`config.mk`:
```
export PLATFORM = sky130hd
export DESIGN_NAME = smart_toilet_dispense_ctrl_flat
export DESIGN_NICKNAME = d
export VERILOG_FILES = /design/src/rtl/smart_toilet_dispense_ctrl_pkg.sv /design/src/rtl/smart_toilet_dispense_ctrl_if.sv /design/src/rtl/smart_toilet_dispense_ctrl_dose_timer.sv /design/src/rtl/smart_toilet_dispense_ctrl.sv /design/src/flat_wrapper.sv
export SDC_FILE = /design/constraint.sdc
export NUM_CORES = 1
export LEC_CHECK = 0
export BUFFER_PORTS_ARGS = -buffer_cell sky130_fd_sc_hd__buf_2
export CAP_MARGIN = 30
export CORE_MARGIN = 8
export CORE_UTILIZATION = 33
export CTS_BUF_LIST = sky130_fd_sc_hd__clkbuf_4 sky130_fd_sc_hd__clkbuf_8
export DETAILED_ROUTE_END_ITERATION = 12
export GPL_TIMING_DRIVEN = 1
export PLACE_DENSITY = 0.53
export SYNTH_ARGS = -nofsm -noshare
export SYNTH_HDL_FRONTEND = slang
export SYNTH_SLANG_ARGS = --single-unit
```
`constraint.sdc`:
```
create_clock -name clk -period 2.4 [get_ports clk]
set_input_delay 0.12 -clock clk [delete_from_list [all_inputs] [get_ports clk]]
set_output_delay 0.12 -clock clk [all_outputs]
set_load 0.05 [all_outputs]
```
`src/rtl/smart_toilet_dispense_ctrl_pkg.sv`:
```
// Shared types and constants for the smart-toilet inlet dispense controller.
// Reagent indices double as the valve_o bit positions.
package smart_toilet_pkg;

    localparam int DOSE_W_DEFAULT = 16;

    localparam logic [1:0] REAG_SOLN1 = 2'd0;
    localparam logic [1:0] REAG_SOLN2 = 2'd1;
    localparam logic [1:0] REAG_SOLN3 = 2'd2;

    typedef enum logic [2:0] {
        ST_IDLE,
        ST_LOAD,
        ST_OPEN,
        ST_PUMP,
        ST_CLOSE,
        ST_NEXT,
        ST_DONE,
        ST_ERROR
    } state_t;

    // Highest-numbered reagent still waiting; soln3 has the longest channel and goes first.
    function automatic logic [1:0] top_reagent(input logic [2:0] mask);
        if (mask[2]) return REAG_SOLN3;
        else if (mask[1]) return REAG_SOLN2;
        return REAG_SOLN1;
    endfunction

    function automatic logic [2:0] reagent_onehot(input logic [1:0] idx);
        return 3'b001 << idx;
    endfunction

endpackage

```
`src/rtl/smart_toilet_dispense_ctrl_if.sv`:
```
// Command/status bundle between the assay sequencer (master) and the dispense controller (slave).
interface smart_toilet_dispense_ctrl_if
    import smart_toilet_pkg::*;
#(
    parameter int DOSE_W = DOSE_W_DEFAULT
);
    logic              start_i;
    logic              abort_i;
    logic [DOSE_W-1:0] dose1_i;
    logic [DOSE_W-1:0] dose2_i;
    logic [DOSE_W-1:0] dose3_i;
    logic              flow_ok_i;
    logic [2:0]        valve_o;
    logic              pump_o;
    logic              busy_o;
    logic              done_o;
    logic              error_o;

    modport master (
        output start_i, abort_i, dose1_i, dose2_i, dose3_i, flow_ok_i,
        input  valve_o, pump_o, busy_o, done_o, error_o
    );

    modport slave (
        input  start_i, abort_i, dose1_i, dose2_i, dose3_i, flow_ok_i,
        output valve_o, pump_o, busy_o, done_o, error_o
    );
endinterface

```
`src/rtl/smart_toilet_dispense_ctrl_dose_timer.sv`:
```
// Loadable down-counter shared by the settle and dose intervals.
// A load of N keeps zero low for N cycles, so interval length L is loaded as L-1.
module dose_timer #(
    parameter int W = 16
) (
    input  logic         clk,
    input  logic         rst,
    input  logic         load,
    input  logic [W-1:0] value,
    input  logic         en,
    output logic         zero
);
    logic [W-1:0] count;

    always_ff @(posedge clk or posedge rst) begin
        if (rst) begin
            count <= '0;
        end else if (load) begin
            count <= value;
        end else if (en && (count != '0)) begin
            count <= count - W'(1);
        end
    end

    assign zero = (count == '0);

endmodule

```
`src/rtl/smart_toilet_dispense_ctrl.sv`:
```
// Inlet-stage sequencer: meters soln3, soln2, soln1 through valve/pump with settle
// intervals, watching the flow sensor during pumping. All outputs are registered.
module smart_toilet_dispense_ctrl
    import smart_toilet_pkg::*;
#(
    parameter int DOSE_W        = DOSE_W_DEFAULT,
    parameter int SETTLE_CYCLES = 8,
    parameter int FAULT_CYCLES  = 4
) (
    input  logic                         clk,
    input  logic                         rst,
    smart_toilet_dispense_ctrl_if.slave  bus
);
    localparam int FCW = $clog2(FAULT_CYCLES + 1);

    state_t            state, nxt_state;
    logic [1:0]        cur_idx, nxt_idx;
    logic [2:0]        pending;
    logic [DOSE_W-1:0] dose1_q, dose2_q, dose3_q, dose_sel, tmr_value;
    logic              tmr_load, tmr_zero, fault;
    logic [FCW-1:0]    fault_cnt;
    logic [2:0]        valve_q;
    logic              pump_q, busy_q, done_q, error_q;

    dose_timer #(.W(DOSE_W)) u_timer (
        .clk   (clk),
        .rst   (rst),
        .load  (tmr_load),
        .value (tmr_value),
        .en    (1'b1),
        .zero  (tmr_zero)
    );

    always_comb begin
        case (cur_idx)
            REAG_SOLN1: dose_sel = dose1_q;
            REAG_SOLN2: dose_sel = dose2_q;
            default:    dose_sel = dose3_q;
        endcase
    end

    assign fault = (state == ST_PUMP) && !bus.flow_ok_i &&
                   (fault_cnt == FCW'(FAULT_CYCLES - 1));

    // Abort outranks everything, including a fault detected on the same edge.
    always_comb begin
        nxt_state = state;
        nxt_idx   = cur_idx;
        tmr_load  = 1'b0;
        tmr_value = '0;
        if (bus.abort_i && (state != ST_IDLE)) begin
            nxt_state = ST_IDLE;
        end else begin
            case (state)
                ST_IDLE:  if (bus.start_i) nxt_state = ST_LOAD;
                ST_LOAD: begin
                    nxt_state = ST_NEXT;
                    nxt_idx   = REAG_SOLN3;
                end
                ST_NEXT: begin
                    if (pending != 3'b000) begin
                        nxt_state = ST_OPEN;
                        nxt_idx   = top_reagent(pending);
                        tmr_load  = 1'b1;
                        tmr_value = DOSE_W'(SETTLE_CYCLES - 1);
                    end else begin
                        nxt_state = ST_DONE;
                    end
                end
                ST_OPEN: begin
                    if (tmr_zero) begin
                        nxt_state = ST_PUMP;
                        tmr_load  = 1'b1;
                        tmr_value = dose_sel - DOSE_W'(1);
                    end
                end
                ST_PUMP: begin
                    if (fault) begin
                        nxt_state = ST_ERROR;
                    end else if (tmr_zero) begin
                        nxt_state = ST_CLOSE;
                        tmr_load  = 1'b1;
                        tmr_value = DOSE_W'(SETTLE_CYCLES - 1);
                    end
                end
                ST_CLOSE: if (tmr_zero) nxt_state = ST_NEXT;
                ST_DONE:  nxt_state = ST_IDLE;
                ST_ERROR: nxt_state = ST_ERROR;
                default:  nxt_state = ST_IDLE;
            endcase
        end
    end

    // Zero-dose reagents never enter the pending mask, so NEXT skips them in no extra cycles.
    always_ff @(posedge clk or posedge rst) begin
        if (rst) begin
            state     <= ST_IDLE;
            cur_idx   <= REAG_SOLN1;
            pending   <= 3'b000;
            dose1_q   <= '0;
            dose2_q   <= '0;
            dose3_q   <= '0;
            fault_cnt <= '0;
            valve_q   <= 3'b000;
            pump_q    <= 1'b0;
            busy_q    <= 1'b0;
            done_q    <= 1'b0;
            error_q   <= 1'b0;
        end else begin
            state   <= nxt_state;
            cur_idx <= nxt_idx;

            if (state == ST_LOAD) begin
                dose1_q <= bus.dose1_i;
                dose2_q <= bus.dose2_i;
                dose3_q <= bus.dose3_i;
                pending <= {bus.dose3_i != '0, bus.dose2_i != '0, bus.dose1_i != '0};
            end else if ((state == ST_NEXT) && (nxt_state == ST_OPEN)) begin
                pending <= pending & ~reagent_onehot(nxt_idx);
            end

            if ((nxt_state == ST_PUMP) && (state != ST_PUMP)) begin
                fault_cnt <= '0;
            end else if (state == ST_PUMP) begin
                fault_cnt <= bus.flow_ok_i ? '0 : fault_cnt + FCW'(1);
            end

            valve_q <= ((nxt_state == ST_OPEN) || (nxt_state == ST_PUMP)) ?
                       reagent_onehot(nxt_idx) : 3'b000;
            pump_q  <= (nxt_state == ST_PUMP);
            busy_q  <= !((nxt_state == ST_IDLE) || (nxt_state == ST_ERROR));
            done_q  <= (nxt_state == ST_DONE);
            error_q <= (nxt_state == ST_ERROR);
        end
    end

    assign bus.valve_o = valve_q;
    assign bus.pump_o  = pump_q;
    assign bus.busy_o  = busy_q;
    assign bus.done_o  = done_q;
    assign bus.error_o = error_q;

endmodule

```
`src/flat_wrapper.sv`:
```
// flat-port wrapper written by rule: the top's interface ports become plain ports
module smart_toilet_dispense_ctrl_flat import smart_toilet_pkg::*;
#(
    parameter int DOSE_W        = DOSE_W_DEFAULT,
    parameter int SETTLE_CYCLES = 8,
    parameter int FAULT_CYCLES  = 4
)
  (clk, rst, bus_start_i, bus_abort_i, bus_dose1_i, bus_dose2_i, bus_dose3_i, bus_flow_ok_i, bus_valve_o, bus_pump_o, bus_busy_o, bus_done_o, bus_error_o);
  smart_toilet_dispense_ctrl_if #(.DOSE_W(DOSE_W)) bus_i ();
  input  logic clk;
  input  logic rst;
  input wire logic [$bits(bus_i.start_i)-1:0] bus_start_i;
  input wire logic [$bits(bus_i.abort_i)-1:0] bus_abort_i;
  input wire logic [$bits(bus_i.dose1_i)-1:0] bus_dose1_i;
  input wire logic [$bits(bus_i.dose2_i)-1:0] bus_dose2_i;
  input wire logic [$bits(bus_i.dose3_i)-1:0] bus_dose3_i;
  input wire logic [$bits(bus_i.flow_ok_i)-1:0] bus_flow_ok_i;
  output wire logic [$bits(bus_i.valve_o)-1:0] bus_valve_o;
  output wire logic [$bits(bus_i.pump_o)-1:0] bus_pump_o;
  output wire logic [$bits(bus_i.busy_o)-1:0] bus_busy_o;
  output wire logic [$bits(bus_i.done_o)-1:0] bus_done_o;
  output wire logic [$bits(bus_i.error_o)-1:0] bus_error_o;
  assign bus_i.start_i = bus_start_i;
  assign bus_i.abort_i = bus_abort_i;
  assign bus_i.dose1_i = bus_dose1_i;
  assign bus_i.dose2_i = bus_dose2_i;
  assign bus_i.dose3_i = bus_dose3_i;
  assign bus_i.flow_ok_i = bus_flow_ok_i;
  assign bus_valve_o = bus_i.valve_o;
  assign bus_pump_o = bus_i.pump_o;
  assign bus_busy_o = bus_i.busy_o;
  assign bus_done_o = bus_i.done_o;
  assign bus_error_o = bus_i.error_o;
  smart_toilet_dispense_ctrl #(.DOSE_W(DOSE_W), .SETTLE_CYCLES(SETTLE_CYCLES), .FAULT_CYCLES(FAULT_CYCLES)) u_core (.clk(clk), .rst(rst), .bus(bus_i));
endmodule
```
# == After elaboration in Yosys (flattened, before gate mapping) ==
# Index checks and enable logic that the tools add are counted.
# classes
shifts,1
muxes,39
n_bitwise,2
n_addsub,3
n_reduce_logical,22
n_eq_ne,14
# ops
operator,count
$mux W16,5
$reduce_bool A16 Y1,4
$pmux W16 S3,1
$mux W3,15
$pmux W16 S2,1
$sub A16 B1 Y16 const B,2
$pmux W3 S8,1
$eq A3 B3 Y1 const B,6
$logic_not A16 Y1,1
$eq A3 B2 Y1 const B,5
$mux W2,5
$mux W1,9
$logic_not A3 Y1,2
$reduce_bool A2 Y1,3
$reduce_bool A3 Y1,2
$logic_and A1 B1 Y1,5
$pmux W2 S2,1
$add A3 B1 Y3 const B,1
$and A3 B3 Y3,1
$eq A3 B1 Y1 const B,1
$ne A3 B2 Y1 const B,1
$not A3 Y3,1
$pmux W1 S3,1
$shl A1 B2 Y3 const A,1
4 further kinds,6
# totals
reg_bits,82

# == Longest topological paths before layout ==
# Gate-level depths: netlist of the first run.
# logic_depth
word_depth,14
mapped_depth,11

# == Modules after synthesis ==
# Synthesis of the first run repeated with hierarchy kept, for this count alone.
# hier_totals
hier_cells,430
area_unflattened_um2,4608.2
# by_module_without_submodules
mod,seq_area_each_um2,area_each_um2,instances,cells_per_inst
smart_toilet_dispense_ctrl,1651.6,3573.4,1,308
dose_timer,400.4,1034.7,1,122

# == Worst setup path before layout of the first run ==
# Ideal clock, no wire load.
# synth_timing
kind,reg2reg
startpoint,reg u_core.cur_idx[0]
endpoint,reg u_core.u_timer.count[12]
synth_period_minus_slack_ns,2.152
setup_ns,0.135
path_buffers,1
path_slack_ns,0.248
path_stages_with_launch,10
arrival_ns,2.016
cell_sequence,dfrtp_1 buf_6 mux2_2 mux2i_1 ha_1 nand3_1 or3_1 nor2_1 xor2_1 o22ai_1
# synth_via
elab_chain_len,7
# synth_rtl
item,line_no,rtl
from (decl),smart_toilet_dispense_ctrl.sv:17,"logic [1:0] cur_idx, nxt_idx;"
from (signal assigned),smart_toilet_dispense_ctrl.sv:111,cur_idx <= nxt_idx;
$eq A2 B1 Y1 or $logic_not A2 Y1 (tied branches),smart_toilet_dispense_ctrl.sv:35,case (cur_idx)
$pmux W16 S2 *,smart_toilet_dispense_ctrl.sv:35,
$sub A16 B1 Y16 *,smart_toilet_dispense_ctrl.sv:74,tmr_value = dose_sel - DOSE_W'(1);
$mux W16 *,smart_toilet_dispense_ctrl.sv:71,if (tmr_zero) begin
$pmux W16 S3 *,smart_toilet_dispense_ctrl.sv:54,case (state)
$mux W16 *,smart_toilet_dispense_ctrl.sv:51,if (bus.abort_i && (state != ST_IDLE)) begin
$mux W16 *,smart_toilet_dispense_ctrl_dose_timer.sv:18,end else if (load) begin
to (signal assigned),smart_toilet_dispense_ctrl_dose_timer.sv:19,count <= value;
to (signal assigned),smart_toilet_dispense_ctrl_dose_timer.sv:21,count <= count - W'(1);
to (decl),smart_toilet_dispense_ctrl_dose_timer.sv:13,logic [W-1:0] count;
# Every way passes the cells marked *; elsewhere a longest branch is shown, timed or not.
# A chain may end at the register's enable or synchronous reset.

# == Worst setup path in the final report of the first run ==
# Same ends and word-level chain as after synthesis.

==> results of run 1 <==
[cells by family after synthesis]
| logic type | Yosys count | synth area share |
|---|---|---|
| and+or+nand+nor | 119 | 0.149 |
| DFF | 82 | 0.471 |
| muxes | 78 | 0.199 |
| AOI/OAI and AO/OA | 57 | 0.0876 |
| buffers and inverters | 28 | 0.0273 |
| xor gates and xnor gates | 26 | 0.0523 |
| adders and majority gates | 5 | 0.0144 |
[sequential cells by signal (all words and copies together), names as in the netlist]
| signal | count |
|---|---|
| u_core.dose1_q | 16 |
| u_core.dose2_q | 16 |
| u_core.dose3_q | 16 |
| u_core.u_timer.count | 16 |
| u_core.bus.valve_o | 3 |
| u_core.fault_cnt | 3 |
| u_core.pending | 3 |
| u_core.state | 3 |
| u_core.cur_idx | 2 |
| u_core.bus.busy_o | 1 |
| u_core.bus.done_o | 1 |
| u_core.bus.error_o | 1 |
| u_core.bus.pump_o | 1 |
[repair_timing]
item                       4_1_cts  5_1_grt
hold endpoints to repair       112        0
setup endpoints to repair        0       13
gates resized for setup          0       11
hold buffers                    31        0
buffers inserted                 0        1
[layout by cell type (no fill, tap or decap), types with 12 or more instances in the layout]
cell                            synthesis  layout
sky130_fd_sc_hd__xnor2_1               18      18
sky130_fd_sc_hd__mux2_2                59      60
sky130_fd_sc_hd__buf_4                  0      30
sky130_fd_sc_hd__dfrtp_1               82      81
sky130_fd_sc_hd__nor4_1                17      16
sky130_fd_sc_hd__nand2_1               22      22
sky130_fd_sc_hd__dlygate4sd3_1          0      31
sky130_fd_sc_hd__buf_2                  5      59
sky130_fd_sc_hd__mux2i_1               15      13
sky130_fd_sc_hd__a21oi_1               13      13
sky130_fd_sc_hd__o21ai_0               12      12
sky130_fd_sc_hd__nor2_1                35      33
[routing by layer]
metal  wire, um  vias up  track usage
li1           -     1672            -
met1       5170     1610        0.180
met2       5320       66        0.223
met3        370       14       0.0300
met4        156        0       0.0466
met5          0        -            0
[worst max-delay path: stages (launching register included)]
cell and delay, ns:
sky130_fd_sc_hd__dfrtp_2 0.45, sky130_fd_sc_hd__buf_12 0.15, sky130_fd_sc_hd__mux2_1 0.32, sky130_fd_sc_hd__mux2i_2 0.19, sky130_fd_sc_hd__nand4_1 0.25, sky130_fd_sc_hd__or3_4 0.47, sky130_fd_sc_hd__nor2_2 0.10, sky130_fd_sc_hd__xor2_1 0.16
sky130_fd_sc_hd__o22ai_1 0.09
[final timing paths]
check | start | end | slack, ns | depth (start not counted)
setup / recovery | u_core.cur_idx[0]$_DFF_PP0_ | u_core.u_timer.count[12]$_DFFE_PP0P_ | 0.1 | 8
hold / removal | bus_dose1_i[7] | u_core.dose1_q[7]$_DFFE_PP0P_ | 0.01 | 2
setup reg to reg | u_core.cur_idx[0]$_DFF_PP0_ | u_core.u_timer.count[12]$_DFFE_PP0P_ | 0.1 | 8
hold reg to reg | u_core.fault_cnt[2]$_DFFE_PP0P_ | u_core.fault_cnt[2]$_DFFE_PP0P_ | 0.51 | 2
max in group asynchronous | rst | u_core.dose3_q[13]$_DFFE_PP0P_ | 1.68 | 4
min in group asynchronous | rst | u_core.pending[2]$_DFFE_PP0P_ | 0.39 | 4
[through the flow]
step | hold WS, ns | utilization | setup WS, ns
final | 0.0120 | 0.435 | 0.0968
after CTS | 0.0000815 | 0.431 | 0.00301
after floorplan | 0.219 | - | 0.172
after detailed placement | 0.255 | 0.390 | 0.00558
after global routing | 0.00366 | 0.435 | -0.0679
after global placement | 0.244 | 0.390 | 0.0431
[power by group]
part	total (W)	leakage (nW)	switching [W]	internal, W
Combinational	0.00376	1.33	0.00176	0.00200
Sequential	0.00255	0.990	0.000504	0.00205
Clock	0.00114	0.106	0.000546	0.000595
Total	0.00746	2.43	0.00281	0.00464
[final cells by class]
type	instances	area, sq um
clock buffer	9	124
clock inverter	7	101
fill	1257	7400
inverter	11	42.5
multi-input combinational	285	2230
sequential	82	2050
tap	176	220
timing repair buffer	124	911
==> impl_metrics.env, run 1 <==
export IMPL_floorplan_initialDensity=0.333
export IMPL_clockBufferDepth=2
export IMPL_placement_cell_area_sq_um=5100
export IMPL_placed_cells_incl_taps=646
export IMPL_avgSynthCellArea_sq_um=11.0
export IMPL_place_detailed_hpwl_um=8130
export IMPL_finalCriticalPeriod_ns=2.30
export IMPL_ys_ff_latch=82
export IMPL_final_layout_size_suffix_gt1_frac=0.373
export IMPL_synth_yosys_seq_area_share=0.471
export IMPL_grt_pass1_wl_um=18500
export IMPL_yosysWarnings=0
export IMPL_dieWidth_um=131
export IMPL_grt_antenna_before_repair=0
export IMPL_status="completed"
export IMPL_synth_most_common_cell="sky130_fd_sc_hd__dfrtp_1"
export IMPL_synthTopCellsByArea="sky130_fd_sc_hd__dfrtp_1 (47%), sky130_fd_sc_hd__mux2_2 (15%), sky130_fd_sc_hd__xnor2_1 (3.6%)"
export IMPL_max_cap_violations=0
export IMPL_post_route_cell_area_sq_um=5690
export IMPL_max_slew_margin=0.559
export IMPL_tightestPinTransition_ns=0.655
export IMPL_synth_top_cells_by_count="sky130_fd_sc_hd__dfrtp_1 (82), sky130_fd_sc_hd__mux2_2 (59), sky130_fd_sc_hd__nor2_1 (35), sky130_fd_sc_hd__nand2_1 (22), sky130_fd_sc_hd__xnor2_1 (18)"
export IMPL_grt_total_usage=0.138
export IMPL_netlist_top_cell_by_area="sky130_fd_sc_hd__dfrtp_1"
export IMPL_max_clock_freq_mhz=434
export IMPL_finalNetCount=571
export IMPL_placementRows=42
export IMPL_setup_viol_count_final=0
export IMPL_hold_path_class="in2reg"
export IMPL_netlist_area_sq_um=4350
export IMPL_synth_main_ff_cell="sky130_fd_sc_hd__dfrtp_1"
export IMPL_drt_pre_antenna_iters=4
export IMPL_worstSetupEndpointType="flip-flop"
export IMPL_stdcell_count=694
export IMPL_ant_nets=0
export IMPL_die_area_sq_um=17100
export IMPL_post_layout_total_power_w=0.00746
export IMPL_leakage_nw=2.43
export IMPL_count_of_flip_flops_with_a_built_in_enable_after_synthesis=0
export IMPL_drt_iter0_markers=107
export IMPL_die_h_um=131
export IMPL_cts_sink_count=82
export IMPL_critPathLaunchType="flip-flop"
export IMPL_io_pins=60
export IMPL_clock_tree_htree_level_count=3
export IMPL_area_delta_synth_final_pct=30.6
export IMPL_critical_path_type="reg2reg"
export IMPL_async_reset_ff_frac=1.00
export IMPL_detail_route_drc_violations=0
export IMPL_n_antenna_cell=0
export IMPL_worst_clock_skew_ns=0.00714
export IMPL_timing_max_transition_violations_final=0
export IMPL_crit_fanout=7
export IMPL_finalHoldViolations=0
export IMPL_rsz0062_at_grt="true"
export IMPL_synth_cell_types=52
export IMPL_grt_overflow_total=0
export IMPL_placeableCoreArea_sq_um=13100
export IMPL_totalNegativeSetupSlack_ns=0
export IMPL_vias_in_the_first_global_route=3647
export IMPL_tritoncts="done"
export IMPL_pwr_density_cell_nw_per_um2=1310
export IMPL_synthDominantCellAreaShare=0.471
export IMPL_cts_clk_slew_worst_paths_ns=0.09
export IMPL_final_min_period_over_clock_period=0.960
export IMPL_gpl_final_weighted_congestion=0.790
export IMPL_critical_path_required_ns=2.64
export IMPL_mappedNetlistNets=453
export IMPL_grt_max_degree=83
export IMPL_postSynthCellCount=395
export IMPL_timing_critical_path_arrival_ns=2.55
export IMPL_post_drt_wl_per_cell_um=15.9
export IMPL_totalWireLength_um=11000
export IMPL_cts_root_buf="sky130_fd_sc_hd__clkbuf_8"
export IMPL_detail_route_vias_per_cell=4.84
export IMPL_vias=3362
export IMPL_portBuffers=59
export IMPL_clkLatencyLatePin_ns=0.36
export IMPL_maximum_ir_drop_on_the_vdd_rail_v=0.000506
export IMPL_cts_inserted_buffers=9
Note: power is estimated with default switching activity, not from simulation.
==> run 2, diff against run 1 <==
Settings changed: CELL_PAD_IN_SITES_DETAIL_PLACEMENT from default to 1, CELL_PAD_IN_SITES_GLOBAL_PLACEMENT from default to 1, PLACE_DENSITY 0.53 to 0.63.
==> impl_metrics.env, run 2 (synthesis results as in run 1) <==
export IMPL_gpl_final_weighted_congestion=0.813
export IMPL_post_drt_wl_per_cell_um=18.7
export IMPL_cts_root_buf="sky130_fd_sc_hd__clkbuf_8"
export IMPL_vias_in_the_first_global_route=3987
export IMPL_p_switching_w=0.00294
export IMPL_die_h_um=131
export IMPL_final_layout_size_suffix_gt1_frac=0.357
export IMPL_worst_r2r_startpoint="u_core.cur_idx[0]$_DFF_PP0_"
export IMPL_place_ws_ns=-0.0170
export IMPL_detail_route_vias_per_cell=5.03
export IMPL_ant_nets=0
export IMPL_setup_viol_count_final=0
export IMPL_die_area_sq_um=17100
export IMPL_cts_inserted_buffers=9
export IMPL_clkLatencyLatePin_ns=0.38
export IMPL_cell_internal_pwr_w=0.00461
export IMPL_cts_sink_count=82
export IMPL_switching_fraction_of_total_power=0.390
export IMPL_critical_path_required_ns=2.66
export IMPL_n_fill_cell=1433
export IMPL_hold_slack_final_ns=0.0170
export IMPL_finalHoldViolations=0
export IMPL_grt_pass1_wl_um=21200
export IMPL_grt_util_met3=0.0357
export IMPL_max_clock_freq_mhz=426
export IMPL_worstSetupEndpointType="flip-flop"
export IMPL_n_antenna_cell=0
export IMPL_hold_path_class="in2reg"
export IMPL_global_route_usage_met1=0.195
export IMPL_cts_clk_slew_worst_paths_ns=0.09
export IMPL_met2_usage=0.278
export IMPL_totalWireLength_um=13100
export IMPL_leakage_nw=2.47
export IMPL_status="completed"
export IMPL_drt_iter0_markers=154
export IMPL_finalNetCount=579
export IMPL_grt_overflow_total=0
export IMPL_clock_tree_htree_level_count=3
export IMPL_fin_ws_ns=0.0501
export IMPL_dieWidth_um=131
export IMPL_drt_pre_antenna_iters=4
export IMPL_tightestPinTransition_ns=0.735
export IMPL_post_layout_total_power_w=0.00756
export IMPL_p_clk_frac=0.158
export IMPL_timing_reg2reg_worst_path_depth=8
export IMPL_grt_busiest_layer="met2"
export IMPL_finalCriticalPeriod_ns=2.35
export IMPL_rr_endpoint="u_core.u_timer.count[15]$_DFFE_PP0P_"
export IMPL_portBuffers=59
export IMPL_most_frequent_cells_in_the_layout="sky130_fd_sc_hd__dfrtp_1 (80), sky130_fd_sc_hd__mux2_2 (59), sky130_fd_sc_hd__buf_2 (59)"
export IMPL_pwr_density_cell_nw_per_um2=1310
export IMPL_seq_power_share=0.346
export IMPL_max_slew_margin=0.505
export IMPL_vias=3532
export IMPL_place_detailed_hpwl_um=9320
export IMPL_timing_critical_path_arrival_ns=2.60
export IMPL_max_cap_violations=0
export IMPL_clockBufferDepth=2
export IMPL_worstHoldStart="bus_dose3_i[3]"
export IMPL_rrSetupSlack_ns=0.05
export IMPL_critPathLaunchType="flip-flop"
export IMPL_grt_max_degree=54
export IMPL_area_delta_synth_final_pct=32.7
export IMPL_io_pins=60
export IMPL_floorplan_initialDensity=0.333
export IMPL_hold_path_end="u_core.dose3_q[3]$_DFFE_PP0P_"
export IMPL_worst_clock_skew_ns=0.0141
export IMPL_maximum_ir_drop_on_the_vdd_rail_v=0.000531
export IMPL_totalNegativeSetupSlack_ns=0
export IMPL_worst_hold_path_num_cells=2
export IMPL_final_min_period_over_clock_period=0.979
export IMPL_layout_commonest_cell="sky130_fd_sc_hd__dfrtp_1"
export IMPL_grt_antenna_before_repair=0
export IMPL_critical_path_type="reg2reg"
export IMPL_power_combinational_fraction=0.496
export IMPL_tritoncts="done"
export IMPL_placeableCoreArea_sq_um=13100
export IMPL_placementRows=42
export IMPL_detail_route_drc_violations=0
export IMPL_crit_fanout=11
export IMPL_utilization=0.441
export IMPL_grt_total_usage=0.161
export IMPL_timing_max_transition_violations_final=0
-- run 2: how the worst max path moves through the flow --
stage	cells after the start	slack [ns]	to	from
finish	8	0.05	u_core.u_timer.count[15]$_DFFE_PP0P_	u_core.cur_idx[0]$_DFF_PP0_
global route	8	-0.06	u_core.u_timer.count[15]$_DFFE_PP0P_	u_core.cur_idx[0]$_DFF_PP0_
CTS	8	0.01	u_core.u_timer.count[14]$_DFFE_PP0P_	u_core.cur_idx[0]$_DFF_PP0_
detailed placement	8	-0.02	u_core.u_timer.count[15]$_DFFE_PP0P_	u_core.cur_idx[0]$_DFF_PP0_
global placement	8	0.04	u_core.u_timer.count[15]$_DFFE_PP0P_	u_core.cur_idx[0]$_DFF_PP0_
floorplan	1	0.17	u_core.bus.busy_o$_DFF_PP0_	rst
-- run 2: power by group through the flow --
stage | Sequential (W) | Clock [W] | Combinational [W]
6_report | 0.00262 | 0.00119 | 0.00375
2_1_floorplan | 0.00245 | 0 | 0.00255
3_5_place_dp | 0.00263 | 0 | 0.00360
5_1_grt | 0.00271 | 0.00126 | 0.00409
3_3_place_gp | 0.00261 | 0 | 0.00350
4_1_cts | 0.00260 | 0.00122 | 0.00371
-- run 2: routing by layer --
metal | vias up | wire, um
met3 | 16 | 471
li1 | 1690 | -
met4 | 0 | 228
met2 | 64 | 6680
met1 | 1762 | 5710
met5 | - | 0
-- run 2: stage by stage --
| step | instances | instance area (sq um) |
|---|---|---|
| after floorplan | 395 | 4350 |
| after global placement | 641 | 5060 |
| after detailed placement | 641 | 5060 |
| after CTS | 700 | 5730 |
| after global routing | 702 | 5780 |
| final | 702 | 5780 |
-- run 2: critical path: stages (launching register included) --
cell and delay (ns):
sky130_fd_sc_hd__dfrtp_2 0.45, sky130_fd_sc_hd__buf_12 0.15, sky130_fd_sc_hd__mux2_1 0.31, sky130_fd_sc_hd__mux2i_1 0.18, sky130_fd_sc_hd__nand4_1 0.27, sky130_fd_sc_hd__nor4_4 0.36
sky130_fd_sc_hd__nand2_1 0.13, sky130_fd_sc_hd__xnor2_1 0.25, sky130_fd_sc_hd__o22ai_1 0.12
-- run 2: area by class of cell --
type	count	area (sq um)	share of cell area
inverter	11	42.5	0.00736
multi-input combinational	285	2230	0.386
tap	176	220	0.0381
clock inverter	7	104	0.0180
sequential	82	2050	0.356
timing repair buffer	132	1000	0.173
clock buffer	9	124	0.0214
-- run 2: what timing repair did --
| item | 4_1_cts | 5_1_grt |
|---|---|---|
| hold buffers | 43 | 0 |
| setup endpoints to repair | 1 | 16 |
| buffers inserted | 0 | 2 |
| pin swaps | 0 | 5 |
| endpoints found under the hold margin | 77 | 0 |
| gates resized for setup | 1 | 9 |
==> run 3, diff against run 2 <==
Settings changed: CORE_ASPECT_RATIO from default to 0.75, CORE_MARGIN 8 to 2, SKIP_CTS_REPAIR_TIMING from default to 1.
==> impl_metrics.env, run 3 (synthesis results as in run 1) <==
export IMPL_final_layout_size_suffix_gt1_frac=0.397
export IMPL_post_layout_total_power_w=0.00756
export IMPL_placeableCoreArea_sq_um=12900
export IMPL_final_min_period_over_clock_period=0.978
export IMPL_gpl_final_weighted_congestion=0.798
export IMPL_placementRows=36
export IMPL_timing_max_transition_violations_final=0
export IMPL_hold_slack_final_ns=0.0124
export IMPL_pwr_density_cell_nw_per_um2=1350
export IMPL_cts_clk_slew_worst_paths_ns=0.09
export IMPL_drt_pre_antenna_iters=4
export IMPL_dieWidth_um=137
export IMPL_leakage_nw=2.39
export IMPL_clockBufferDepth=2
export IMPL_layout_commonest_cell="sky130_fd_sc_hd__dfrtp_1"
export IMPL_maximum_ir_drop_on_the_vdd_rail_v=0.000620
export IMPL_critical_path_required_ns=2.64
export IMPL_totalWireLength_um=12200
export IMPL_max_clock_freq_mhz=426
export IMPL_max_cap_violations=0
export IMPL_grt_pass1_wl_um=19500
export IMPL_io_pins=60
export IMPL_critPathLaunchType="flip-flop"
export IMPL_n_antenna_cell=0
export IMPL_cts_sink_count=82
export IMPL_place_detailed_hpwl_um=9060
export IMPL_vias_in_the_first_global_route=3668
export IMPL_grt_overflow_total=0
export IMPL_ant_nets=0
export IMPL_tritoncts="done"
export IMPL_timing_critical_path_arrival_ns=2.59
export IMPL_crit_fanout=7
export IMPL_post_drt_wl_per_cell_um=18.0
export IMPL_finalNetCount=557
export IMPL_clock_tree_htree_level_count=3
export IMPL_finalHoldViolations=0
export IMPL_vias=3487
export IMPL_status="completed"
export IMPL_most_frequent_cells_in_the_layout="sky130_fd_sc_hd__dfrtp_1 (80), sky130_fd_sc_hd__buf_2 (59), sky130_fd_sc_hd__mux2_2 (57)"
export IMPL_grt_max_degree=54
export IMPL_detail_route_vias_per_cell=5.17
export IMPL_rsz0062_at_grt="true"
export IMPL_n_fill_cell=1440
export IMPL_worstSetupEndpointType="flip-flop"
export IMPL_clkLatencyLatePin_ns=0.37
export IMPL_grt_total_usage=0.182
export IMPL_hold_path_class="in2reg"
export IMPL_drt_iter0_markers=105
export IMPL_die_h_um=103
export IMPL_detail_route_drc_violations=0
export IMPL_grt_antenna_before_repair=0
export IMPL_timing_reg2reg_worst_path_depth=8
export IMPL_worst_clock_skew_ns=0.0112
export IMPL_setup_viol_count_final=0
export IMPL_cts_inserted_buffers=9
export IMPL_max_slew_margin=0.535
export IMPL_cts_root_buf="sky130_fd_sc_hd__clkbuf_8"
export IMPL_critical_path_type="reg2reg"
export IMPL_floorplan_initialDensity=0.337
export IMPL_finalCriticalPeriod_ns=2.35
export IMPL_die_area_sq_um=14100
export IMPL_area_delta_synth_final_pct=28.6
export IMPL_portBuffers=59
export IMPL_worst_hold_path_num_cells=2
export IMPL_tightestPinTransition_ns=0.691
## run 3: report_power, final
group          switching [W]  leakage (nW)  internal (W)
logic                0.00183          1.30       0.00208
registers           0.000588         0.989       0.00205
clock network       0.000533        0.0954      0.000479
## run 3: critical path: stages (launching register included)
cell,delay (ns)
sky130_fd_sc_hd__dfrtp_2,0.45
sky130_fd_sc_hd__buf_12,0.15
sky130_fd_sc_hd__mux2_4,0.30
sky130_fd_sc_hd__mux2i_2,0.17
sky130_fd_sc_hd__nand4_1,0.27
sky130_fd_sc_hd__or3_4,0.49
sky130_fd_sc_hd__buf_4,0.15
sky130_fd_sc_hd__xnor2_2,0.13
sky130_fd_sc_hd__o32ai_2,0.11
## run 3: area by class of cell
cell class | count | area (sq um) | share of cell area
Tap cell | 171 | 214 | 0.0382
Clock inverter | 7 | 68.8 | 0.0123
Sequential cell | 82 | 2050 | 0.367
Multi-Input combinational cell | 285 | 2300 | 0.412
Timing Repair Buffer | 110 | 791 | 0.141
Inverter | 11 | 42.5 | 0.00760
Clock buffer | 9 | 124 | 0.0221
## run 3: worst paths after layout
path	from	endpoint	slack (ns)
setup reg to reg	u_core.cur_idx[0]$_DFF_PP0_	u_core.u_timer.count[10]$_DFFE_PP0P_	0.05
max in group asynchronous	rst	u_core.cur_idx[0]$_DFF_PP0_	1.37
min in group asynchronous	rst	u_core.bus.valve_o[1]$_DFF_PP0_	0.36
setup / recovery	u_core.cur_idx[0]$_DFF_PP0_	u_core.u_timer.count[10]$_DFFE_PP0P_	0.05
hold reg to reg	u_core.fault_cnt[2]$_DFFE_PP0P_	u_core.fault_cnt[2]$_DFFE_PP0P_	0.49
hold / removal	bus_dose1_i[1]	u_core.dose1_q[1]$_DFFE_PP0P_	0.01
## run 3: per-layer routing
| metal | part of all wire | up-vias | track usage | wire, um |
|---|---|---|---|---|
| li1 | - | 1646 | - | - |
| met1 | 0.46 | 1773 | 0.239 | 5640 |
| met2 | 0.49 | 56 | 0.306 | 5940 |
| met3 | 0.038 | 12 | 0.0404 | 462 |
| met4 | 0.011 | 0 | 0.0489 | 132 |
| met5 | 0 | - | 0 | 0 |
## run 3: stage by stage
step	TNS, ns	cell area, sq um	utilization	std cells	setup WS (ns)
after floorplan	0	4350	-	395	0.172
after global placement	0	5060	0.392	637	0.108
after detailed placement	0	5060	0.392	637	0.0292
after CTS	0	5260	0.407	653	0.00752
after global routing	-0.159	5600	0.433	675	-0.0508
final	0	5600	0.433	675	0.0521
